File: config.mk
export PLATFORM = sky130hd
export DESIGN_NAME = seletor_display
export DESIGN_NICKNAME = d
export VERILOG_FILES = /design/src/rtl/seletor_display.sv
export SDC_FILE = /design/constraint.sdc
export NUM_CORES = 1
export LEC_CHECK = 0
export ABC_AREA = 1
export CAP_MARGIN = 20
export CORE_MARGIN = 2
export CORE_UTILIZATION = 40
export CTS_CLUSTER_DIAMETER = 50
export DETAILED_ROUTE_END_ITERATION = 8
export DONT_BUFFER_PORTS = 1
export SETUP_SLACK_MARGIN = 0.05
export SLEW_MARGIN = 10
export SYNTH_ARGS = -nofsm -noshare
export SYNTH_HDL_FRONTEND = slang
export SYNTH_SLANG_ARGS = --single-unit
File: constraint.sdc
create_clock -name clock -period 3.62 [get_ports clock]
set_clock_uncertainty 0.05 [all_clocks]
set_input_delay 0.905 -clock clock [delete_from_list [all_inputs] [get_ports clock]]
set_output_delay 0.905 -clock clock [all_outputs]
set_load 0.01 [all_outputs]
File: src/rtl/seletor_display.sv
// Registered source selector for the multi-digit 7-segment display.
// Cycles/loads among N_SRC sources, blinks the edit digit, and falls back to source 0 when idle.
module seletor_display #(
  parameter int N_SRC      = 4,
  parameter int DIGITS     = 8,
  parameter int SEG        = 7,
  parameter int ACTIVE_LOW = 1,
  parameter int BLINK_DIV  = 25000000,
  parameter int TIMEOUT_HP = 20,
  localparam int W_SRC     = (N_SRC > 1) ? $clog2(N_SRC) : 1,
  localparam int W_DIG     = (DIGITS > 1) ? $clog2(DIGITS) : 1
) (
  input  logic                          clock,
  input  logic                          reset,
  input  logic [N_SRC*DIGITS*SEG-1:0]   fontes,
  input  logic                          seletor_prox,
  input  logic                          seletor_dir,
  input  logic [W_SRC-1:0]              seletor_idx,
  input  logic                          editar,
  input  logic [W_DIG-1:0]              digito_edit,
  output logic [DIGITS*SEG-1:0]         saida,
  output logic [W_SRC-1:0]              fonte_atual,
  output logic                          piscando
);

  localparam int W_BLK = $clog2(BLINK_DIV);
  localparam int W_TO  = (TIMEOUT_HP > 0) ? $clog2(TIMEOUT_HP + 1) : 1;
  localparam logic [W_BLK-1:0] BLK_LAST = W_BLK'(BLINK_DIV - 1);
  localparam logic [W_TO-1:0]  TO_LAST  = W_TO'(TIMEOUT_HP);
  localparam logic [W_SRC-1:0] SRC_LAST = W_SRC'(N_SRC - 1);
  localparam logic [SEG-1:0]   BLANK    = {SEG{ACTIVE_LOW != 0}};

  logic [W_BLK-1:0] blk_cnt, blk_nxt, cnt_eff;
  logic [W_TO-1:0]  to_cnt, to_nxt;
  logic [W_SRC-1:0] fonte_nxt;
  logic [DIGITS*SEG-1:0] frame_nxt;
  logic editar_q, editar_rise, wrap, idx_ok, expire, restart, pisc_nxt;

  always_comb begin
    editar_rise = editar & ~editar_q;
    cnt_eff     = editar_rise ? '0 : blk_cnt;
    wrap        = (cnt_eff == BLK_LAST);
    idx_ok      = (32'(seletor_idx) < 32'(N_SRC));
    expire      = (TIMEOUT_HP != 0) && (to_cnt == TO_LAST) && (fonte_atual != '0);
    // Idle timebase restarts on any activity so the fallback delay is measured from it.
    restart     = seletor_prox | seletor_dir | (fonte_atual == '0);

    fonte_nxt = fonte_atual;
    if (seletor_dir) begin
      if (idx_ok) fonte_nxt = seletor_idx;
    end else if (seletor_prox) begin
      fonte_nxt = (fonte_atual == SRC_LAST) ? '0 : fonte_atual + 1'b1;
    end else if (expire) begin
      fonte_nxt = '0;
    end

    if (editar)       blk_nxt = wrap ? '0 : cnt_eff + 1'b1;
    else if (restart) blk_nxt = '0;
    else              blk_nxt = wrap ? '0 : blk_cnt + 1'b1;

    pisc_nxt = editar ? (piscando ^ wrap) : 1'b0;

    to_nxt = to_cnt;
    if (restart || editar || expire || TIMEOUT_HP == 0) to_nxt = '0;
    else if (wrap && to_cnt != TO_LAST)                 to_nxt = to_cnt + 1'b1;

    frame_nxt = '0;
    for (int d = 0; d < DIGITS; d++) begin
      if (editar && piscando && int'(digito_edit) == d)
        frame_nxt[d*SEG +: SEG] = BLANK;
      else
        frame_nxt[d*SEG +: SEG] = fontes[(int'(fonte_atual)*DIGITS + d)*SEG +: SEG];
    end
  end

  always_ff @(posedge clock) begin
    if (reset) begin
      fonte_atual <= '0;
      piscando    <= 1'b0;
      blk_cnt     <= '0;
      to_cnt      <= '0;
      editar_q    <= 1'b0;
      saida       <= {DIGITS{BLANK}};
    end else begin
      fonte_atual <= fonte_nxt;
      piscando    <= pisc_nxt;
      blk_cnt     <= blk_nxt;
      to_cnt      <= to_nxt;
      editar_q    <= editar;
      saida       <= frame_nxt;
    end
  end

endmodule
**Word-level counts from Yosys, hierarchy flattened**

Index checks and enable logic that the tools add are counted.
W data, S select, Z words.

- Output and inout port bits: 59
- Logic and storage cells: 93
- Register bits: 90
- Input bits: 234

- $mul: 8
- Bitwise gates (word level): 6
- Add/sub/neg operators: 11
- Reduce and logical (&&, ||, !) cells: 27
- Shift operators: 8
- Mux-type cells: 9
- Equality and inequality tests: 11

Operators with widths:

| kind | number |
|---|---|
| $shiftx A224 B10 Y7 | 7 |
| $shiftx A224 B9 Y7 | 1 |
| $mux W25 | 5 |
| $mul A6 B3 Y9 const B | 7 |
| $add A25 B1 Y25 const B | 2 |
| $eq A25 B25 Y1 const B | 1 |
| $add A5 B3 Y6 const B | 4 |
| $reduce_or A2 Y1 | 10 |
| $add A5 B2 Y6 const B | 2 |
| $eq A3 B3 Y1 const B | 4 |
| $logic_and A1 B1 Y1 | 11 |
| $mux W2 | 4 |
| $add A5 B1 Y6 const B | 1 |
| $eq A3 B2 Y1 const B | 2 |
| $add A5 B1 Y5 const B | 1 |
| $eq A5 B5 Y1 const B | 1 |
| $mul A2 B3 Y5 const B | 1 |
| $ne A5 B5 Y1 const B | 1 |
| $eq A3 B1 Y1 const B | 1 |
| $logic_not A3 Y1 | 1 |
| $reduce_bool A3 Y1 | 1 |
| $add A2 B1 Y2 const B | 1 |
| $eq A2 B2 Y1 const B | 1 |
| $logic_not A2 Y1 | 1 |
| 6 further kinds | 9 |

**Depth between registers and ports, before layout**

- Word-level depth: 7
- Gate-level depth with buffers: 13
- Depth with buffers taken out: 12

**Least setup slack after synthesis**

No wires, ideal clock.

- Path kind: input to register
- Start: in editar
- End: reg to_cnt[1]
- Data required time: 3454 ps
- Path buffers: 1
- Slack: 1114 ps
- Stages on the path: 12
- Setup time: 116 ps
- Arrival: 2340 ps
- Cell sequence: inv_1 nor2_2 buf_2 nor2_1 ha_1 nand4_4 nor2_8 inv_4 nor2_4 nand2_1 nor2_1 nor2_1

- Longest elaborated chain between the ends: 4
- Elaborated cells between the ends (all ways): 7
- Classes of those cells: 1 x eq/ne; 1 x mux; 1 x bitwise; 4 x reduce/logical

RTL lines:

| element | RTL line | source |
|---|---|---|
| from (decl) | 19 | `input logic editar,` |
| $and A1 B1 Y1 | 40 | `editar_rise = editar & ~editar_q;` |
| $mux W25 | 41 | `cnt_eff = editar_rise ? '0 : blk_cnt;` |
| $eq A25 B25 Y1 | 42 | `wrap = (cnt_eff == BLK_LAST);` |
| $logic_and A1 B1 Y1 | 65 | `else if (wrap && to_cnt != TO_LAST) to_nxt = to_cnt + 1'b1;` |
| to (signal assigned) | 88 | `to_cnt <= to_nxt;` |
| to (decl) | 34 | `logic [W_TO-1:0] to_cnt, to_nxt;` |

Parallel ways exist; a longest one is shown, timed or not.
A chain may end at the register's enable or synchronous reset.

**Worst setup path after layout**

- Start: reg fonte_atual[0]
- End: out fonte_atual[0]

RTL lines:

| element | RTL line | source |
|---|---|---|
| from (decl) | 22 | `output logic [W_SRC-1:0] fonte_atual,` |
| from (signal assigned) | 85 | `fonte_atual <= fonte_nxt;` |

No word-level cell between the ends.

==> summary.md <==
| Metric | Value |
|---|---|
| Worst reg2reg path endpoint | to_cnt[3] |
| Number of synthesized flops with an enable pin | 0 |
| Worst-margin pin slew | between 1 and 1.5 ns |
| First-pass GRT wire length | approximately 29,000 um |
| Top-area cell type share of the netlist area | between 30% and 40% |
| Top cells by area, synth | dfxtp_1 33%, nand2_1 12%, nor2_1 8.8% |
| PD cells | ~420 mW/mm2 |
| Initial antenna violation count | 1 |
| Share of the yosys chip area belonging to registers | about a third |
| Yosys reg bits | 90 |
| Clk buf depth | 2 |
| Most used flip-flop cell after synthesis | dfxtp_1 |
| RR Startpoint | fonte_atual[0] |
| Row count | between 40 and 50 |
| Setup tns final | 0 ns |
| TritonCTS clock tree | yes |
| H-tree depth | 3 |
| Core box area | 0.0134 mm2 |
| Slowest stage delay, CP | 0.64 ns |
| Family with the most delay on the worst path | buffers and inverters |
| CP Data Required Time | between 2 and 3 ns |
| Placed inst area | around 0.0056 mm2 |
| Global route total overflow | 0 |
| Tot GR Track Use | 24.9% |
| Hold-fix buffers at CTS | 0 |
| Final Cycle Share | roughly two thirds |
| Post-DR wirelength/cell | approximately 20 um |
| PortBufs | 0 |
| P&R area growth vs syn | 7.42% |
| Crit path to | fonte_atual[0] |
| Largest net degree at the start of global routing | approximately 110 |
| Crit Path Category | register to output pin |
| WHS | ~0.45 ns |
| Tmin final | roughly 2.5 ns |
| Min-delay src | to_cnt[4] |
| Drt pass-1 iters | 5 |
| Sink count of the clock tree | 90 |
| Residual DRC | 0 |
| Critical path launch point | fonte_atual[0] |
| CP arrival | between 1.5 and 2 ns |
| Post-route cell area | about 0.0059 mm2 |
| Crit-path cells | buf_4 |
| Total CTS buffers | 9 |
| CP Launch Type | register |
| Synth cell types | 36 |
| Antenna-violating nets left | 0 |
| Final nets | 1,055 |
| Slowest stage cell, crit path | buf_4 |
| Async set or reset register ratio after synthesis | 0% |
| Crit path buffers/inverters | 1 |
| Vias/cell | approximately 6 |
| Post-synth top area cell | dfxtp_1 |
| GP Congestion | roughly 0.95 |
| Avg Cell Area, Syn | around 6.6 um2 |
| Reg2reg path depth | 9 |
| Max-slew violations | 0 |
| I/O pins | 293 |
| Worst skew pair latency | around 0.34 ns |
| Layout cells sized above 1 | under 10% |
| Number of global-route vias before repair | approximately 5,600 |
| Die area | around 0.015 mm2 |
| Die Wd | 122 um |
| Slew margin rel. | 29.0% |
| Final number of hold-violating endpoints | 0 |
| CP Max Fanout | 88 |
| Root buf cell | clkbuf_16 |
| Post-CTS Resized | 0 |
| Synth Cell Area | roughly 0.0055 mm2 |
| FMAX | ~400 MHz |
| Post-DP HPWL | 15,000 um |
| Static leakage | 0.00225 uW |
| Synth Instances | 843 |
| Clock slew at reported path FFs | 0.07 ns |
| Worst hold path type | register to register |
| DR vias | slightly below 6,000 |
| Post-CTS setup buffer count | 0 |
| Worst Setup End Kind | output pin |
| Number of DRC markers in iteration 0 | 370 |
| Die Y | 122 um |
| Setup-failing EPs final | 0 |
| RSZ-0062 raised after global routing | no |
| Ys Warns | 0 |
| Initial cell density of the core | about two fifths |
| VDD IR-drop max | about 0.00023 V |
| Max-cap violations | 0 |
| Final wirelength | ~19,000 um |
| Syn Nets | between 1,000 and 1,500 |
| Reg-to-reg setup timing slack | 1.27 ns |
| Status | completed |
| Critical path depth in cells | 1 |
==> cells in the mapped netlist, types with 5 or more instances <==
cell type	instances
nand2_1	180
nand3_1	55
a32o_1	23
dfxtp_1	90
o21ai_0	89
inv_1	68
ha_1	6
o221ai_1	34
a21oi_1	57
buf_2	14
clkbuf_1	28
nand4_1	19
nor2_1	130
nor2_2	6
nand2_2	5
nor3_1	5
nor2_4	6
==> stage by stage <==
stage / utilization [%] / power (uW) / setup WS, ns / cells
3_3_place_gp: 41.8 / 1440 / 1.05 / 980
6_report: 44.4 / 2480 / 1.15 / 997
3_5_place_dp: 41.8 / 1450 / 0.924 / 980
4_1_cts: 44.3 / 2510 / 1.14 / 996
5_1_grt: 44.4 / 2590 / 1.05 / 997
2_1_floorplan: - / 1370 / 1.11 / 843
==> routing by layer <==
| metal | routed length [um] | global-route usage, % | vias to the layer above |
|---|---|---|---|
| li1 | - | - | 2830 |
| met1 | 7860 | 30.1 | 2745 |
| met2 | 9090 | 41.6 | 332 |
| met3 | 1810 | 6.65 | 37 |
| met4 | 635 | 11.2 | 0 |
| met5 | 0 | 0 | - |
==> state kept, by name (all words and copies together) (netlist names) <==
register / cells
blk_cnt: 25
fonte_atual: 2
to_cnt: 5
editar_q: 1
saida: 56
piscando: 1
==> worst min path at each step <==
stage                      endpoint  slack, ns  cells past startpoint
after global placement    to_cnt[3]       0.43                      2
final                     to_cnt[4]       0.45                      2
after CTS                 to_cnt[4]       0.44                      2
after global routing      to_cnt[3]       0.49                      2
after detailed placement  to_cnt[4]       0.43                      2
after floorplan           to_cnt[4]       0.41                      2
==> power by group <==
| part | internal (uW) | switching, uW |
|---|---|---|
| logic | 103 | 192 |
| clock network | 634 | 423 |
| registers | 1060 | 75.5 |
| total | 1790 | 690 |
==> cells by family (layout without fill, tap and decap cells) <==
| family | Yosys count | count (layout) | synth area share, % |
|---|---|---|---|
| XOR/XNOR | 4 | 4 | 0.633 |
| AO/OA/AOI/OAI | 212 | 212 | 23.9 |
| other | 0 | 1 | 0 |
| AND/OR/NAND/NOR | 415 | 415 | 33.2 |
| adder cells (fa/ha/maj) | 6 | 6 | 1.36 |
| flip-flops | 90 | 90 | 32.6 |
| buffers and inverters | 116 | 93 | 8.43 |
==> area by class of cell <==
class | count | area, um2
multi-input combinational | 637 | 3260
fill | 1390 | 7460
clock inverter | 6 | 95.1
antenna | 1 | 2.50
tap | 176 | 220
inverter | 71 | 270
clock buffer | 10 | 239
timing repair buffer | 6 | 45.0
sequential | 90 | 1810
==> layout by cell type (no fill, tap or decap), types with 2 or more instances in the layout <==
master and n:
buf_4 6, inv_4 2, ha_1 6, o221ai_1 34
xor2_1 3, nand4_1 19, dfxtp_1 88, a31oi_1 3
inv_6 2, nor3_1 5, a21oi_1 57, bufinv_16 2
nor2_1 130, nand2_2 5, o21ai_0 89, o22ai_1 2
nand3_1 55, nor2_4 6, nand3_2 2, nand2_4 2
clkbuf_16 9, a32o_1 23, inv_1 68, o211ai_1 3
nand2_1 180, nor2_2 6
==> worst min-delay path, cell delays in order, from the launching register on <==
cell	delay [ns]
dfxtp_1	0.33
nand2_1	0.07
a21oi_1	0.06
Note: power is estimated with default switching activity, not from simulation.
